===== config.mk =====
export PLATFORM = sky130hd
export DESIGN_NAME = axis_elastic_buffer
export DESIGN_NICKNAME = d
export VERILOG_FILES = /design/src/rtl/axis_elastic_buffer.sv
export SDC_FILE = /design/constraint.sdc
export NUM_CORES = 1
export LEC_CHECK = 0
export BUFFER_PORTS_ARGS = -buffer_cell sky130_fd_sc_hd__buf_2
export CAP_MARGIN = 20
export CORE_MARGIN = 1
export CORE_UTILIZATION = 50
export CTS_CLUSTER_DIAMETER = 30
export DETAILED_ROUTE_END_ITERATION = 6
export HOLD_SLACK_MARGIN = 0.08
export PLACE_DENSITY = 0.72
export SLEW_MARGIN = 10
export SYNTH_ARGS = -nofsm -noshare
export SYNTH_HDL_FRONTEND = slang
export SYNTH_SLANG_ARGS = --single-unit
export TNS_END_PERCENT = 5

===== constraint.sdc =====
create_clock -name i_clk -period 2.15 [get_ports i_clk]
set_input_delay 0.43 -clock i_clk [delete_from_list [all_inputs] [get_ports i_clk]]
set_output_delay 0.43 -clock i_clk [all_outputs]
set_load 0.01 [all_outputs]

===== src/rtl/axis_elastic_buffer.sv =====
// DEPTH-entry circular valid/ready buffer carrying data/keep/last; 1-cycle latency, o_ready from registered count only.
// Define AXIS_ELASTIC_BYPASS_EN for zero-latency cut-through while empty.
module axis_elastic_buffer #(
  parameter int DW    = 8,
  parameter int KW    = (DW / 8 < 1) ? 1 : DW / 8,
  parameter int DEPTH = 4,
  parameter int CW    = $clog2(DEPTH) + 1
) (
  input  logic          i_clk,
  input  logic          i_reset,
  input  logic          i_valid,
  output logic          o_ready,
  input  logic [DW-1:0] i_data,
  input  logic [KW-1:0] i_keep,
  input  logic          i_last,
  output logic          o_valid,
  input  logic          i_ready,
  output logic [DW-1:0] o_data,
  output logic [KW-1:0] o_keep,
  output logic          o_last,
  output logic [CW-1:0] o_count,
  output logic          o_full,
  output logic          o_empty
);

  localparam int AW = $clog2(DEPTH);

  typedef struct packed {
    logic [DW-1:0] data;
    logic [KW-1:0] keep;
    logic          last;
  } beat_t;

  beat_t         mem [DEPTH];
  logic [AW-1:0] wr_ptr;
  logic [AW-1:0] rd_ptr;
  logic [CW-1:0] count;
  logic          full;
  logic          empty;
  logic          push;
  logic          pop;
  beat_t         in_beat;
  beat_t         head;
  beat_t         out_beat;

  assign full    = (count == CW'(DEPTH));
  assign empty   = (count == '0);
  assign in_beat = {i_data, i_keep, i_last};
  assign head    = mem[rd_ptr];

  // Ready depends only on registered occupancy, never on downstream ready.
  assign o_ready = i_reset && !full;
  assign pop     = i_reset && !empty && i_ready;

`ifdef AXIS_ELASTIC_BYPASS_EN
  logic cut;

  // An empty buffer hands an accepted beat straight through without storing it.
  assign cut      = empty && i_valid && i_ready;
  assign push     = i_valid && o_ready && !cut;
  assign o_valid  = i_reset && (!empty || i_valid);
  assign out_beat = empty ? in_beat : head;
`else
  assign push     = i_valid && o_ready;
  assign o_valid  = i_reset && !empty;
  assign out_beat = head;
`endif

  assign o_data  = out_beat.data;
  assign o_keep  = out_beat.keep;
  assign o_last  = out_beat.last;
  assign o_count = count;
  assign o_full  = full;
  assign o_empty = empty;

  always_ff @(posedge i_clk or negedge i_reset) begin
    if (!i_reset) begin
      wr_ptr <= '0;
      rd_ptr <= '0;
      count  <= '0;
    end else begin
      if (push) wr_ptr <= wr_ptr + 1'b1;
      if (pop)  rd_ptr <= rd_ptr + 1'b1;
      case ({push, pop})
        2'b10:   count <= count + 1'b1;
        2'b01:   count <= count - 1'b1;
        default: count <= count;
      endcase
    end
  end

  // Storage holds no reset; occupancy alone decides what is valid.
  always_ff @(posedge i_clk) begin
    if (push) mem[wr_ptr] <= in_beat;
  end

endmodule

==> flow_summary.json <==
{
  "ys_warn_count": 0,
  "min_period_over_period_pct": 93.7,
  "setup.worst_path.end": "o_keep",
  "diodes": 0,
  "pwr_density_cell_nw_per_um2": 1270,
  "cp-end-kind": "output port",
  "rsz0062_at_grt": "false",
  "critPathKind": "reg2out",
  "drive_gt1_share_pct": 45.1,
  "cts_made_buffers": 5,
  "synth.top_cell.area_share_pct": 62.6,
  "die_h_microns": 63.9,
  "ys_seq_elements": 47,
  "port_buffers": 30,
  "muxShareOfSynthArea_pct": 13.8,
  "final_cells": 181,
  "fin_util_pct": 62.6,
  "cts.path.max_buffers": 2,
  "dieWidth_microns": 63.9,
  "async_reset_ff_share_pct": 14.9,
  "area_growth_pct": 19.4,
  "dp_hpwl_microns": 1960,
  "synth_fa_ha_area_share_pct": 4.31,
  "yosys.area_share.simple_pct": 4.76,
  "preCtsSetupSlack_ps": 125,
  "finalHoldViolCount": 0,
  "syn_nets": 112,
  "grt_max_degree": 15,
  "grt_pass1_wl_microns": 4550,
  "worstPathMaxFanout": 7,
  "tightest_slew_ps": 477,
  "clk_pin_slew_ps": 80,
  "r2r_cells": 9,
  "nets": 152,
  "ys_top_cells_by_area": "edfxtp_1, dfrtp_1, mux4_2, mux4_1, ha_1",
  "worstPathArrival_ps": 1590,
  "fmax_ghz": 0.496,
  "drc": 0,
  "firstDrtPassIters": 4,
  "startpoint": "rd_ptr[0]",
  "wire_per_inst_microns": 15.7,
  "rows": 22,
  "via_per_inst": 5.09,
  "synth_area_leader_cell": "edfxtp_1",
  "synthesis.area_sq_um": 1920,
  "clock_sinks": 47,
  "worst_setup_path_start_kind": "register",
  "fin_tns_setup_ps": 0,
  "power_mw": 2.91,
  "vdd_drop_max_v": 0.000761,
  "p_leak_nw": 0.877,
  "gp_congestion": 0.750,
  "dp_cells": 170,
  "skew_ps": 4.02,
  "synthCells": 92,
  "grt_pass1_vias": 986,
  "dieArea_sq_um": 4090,
  "worstReg2RegStart": "o_count[1]",
  "io-pin-count": 31,
  "synth-seq-area-share_pct": 71.8,
  "core_area_sq_um": 3660,
  "grt_overflow": 0,
  "ctsHtreeMaxLevel": 2,
  "drt_iter0_drc": 19,
  "clock-root-buffer": "clkbuf_8",
  "synth_edf_count": 40,
  "synth_compound_area_share_pct": 0.587,
  "avgSynthCellArea_sq_um": 20.8,
  "final-setup-viol-count": 0,
  "synth.top_cells.by_count": "edfxtp_1, dfrtp_1, inv_1, mux4_2, ha_1",
  "postPlaceCellArea_sq_um": 2130,
  "vias": 922,
  "synthFlopType": "edfxtp_1",
  "min_path_type": "in2reg",
  "cp.required_ps": 1720,
  "synth_xor_area_share_pct": 2.74,
  "r2r-end": "o_count[2]",
  "report.final.slew_viol_count": 0,
  "outcome": "completed",
  "synth_top_family_by_area": "multiplexers",
  "track_usage_pct": 16.0,
  "layout_min_cycle_time_ps": 2020,
  "yosysMostFrequentCell": "edfxtp_1",
  "r2r_setup_slack_ps": 180,
  "final_cell_area_sq_um": 2290,
  "drt_wl_total_microns": 2850,
  "whs_path_depth": 1,
  "cts_tree": "yes",
  "maxSlewHeadroom_pct": 68.2,
  "ant_nets": 0,
  "worst_skew_pair.late_latency_ps": 300,
  "synth_cell_types": 22,
  "antenna_found_initial": 0,
  "fin_hold_ws_ps": 343,
  "start_util_pct": 52.4,
  "drv_cap": 0,
  "setup_ws_ps": 135
}
## cells in the final DEF (no fill, tap or decap), types with 4 or more instances in the layout
cell and n:
and2_2 4, buf_2 30, buf_4 4, clkbuf_8 5, dfrtp_1 4, edfxtp_1 40
ha_1 4, inv_1 6, mux4_1 4, mux4_2 6
## cell families after synthesis
logic type,Yosys count
simple gates,12
buf+inv,8
mux,12
flops,47
xor+xnor,6
fa+ha+maj,6
compound gates,1
## flip-flops by register name (all words and copies together) (netlist names)
signal	cells
mem	40
o_count	3
rd_ptr	2
wr_ptr	2
## worst min path at each step
stage,start,to,slack [ps]
final,i_data[3],mem[2][5],340
after global routing,i_data[5],mem[0][7],340
after CTS,i_data[3],mem[0][5],330
after detailed placement,i_reset,o_count[1],290
after global placement,i_reset,o_count[1],280
after floorplan,i_reset,o_count[0],130
## cell type report
class                      instances  area, sq um
multi-input combinational         37          505
timing repair buffer              35          190
sequential                        47         1380
clock buffer                       6         72.6
inverter                           6         22.5
tap                               48         60.1
clock inverter                     2         60.1
fill                             270         1370
## worst max-delay path, cell delays in order, from the launching register on
cell and delay, ps:
dfrtp_1 350, buf_4 180, mux4_1 600, buf_2 160
## power breakdown
group          internal, mW  total, mW  switching [mW]
Sequential             1.15       1.28           0.124
Clock                 0.464      0.739           0.274
Combinational         0.474      0.892           0.418
Total                  2.09       2.91           0.816
## what timing repair did
action | 4_1_cts | 5_1_grt
endpoints found under the setup margin | 0 | 1
hold buffers | 1 | 0
resized for setup | 0 | 4
endpoints found under the hold margin | 7 | 0
buffers inserted | 0 | 2
## routing by layer
layer	wire, microns	vias to the layer above	part of all wire [%]	GRT usage, %
met5	0	-	0	0
met4	51	0	1.8	6.82
met3	107	6	3.8	4.82
met2	1480	19	52	27.3
met1	1210	463	42	18.6
li1	-	434	-	-
Power figures use the tool's default switching activity.
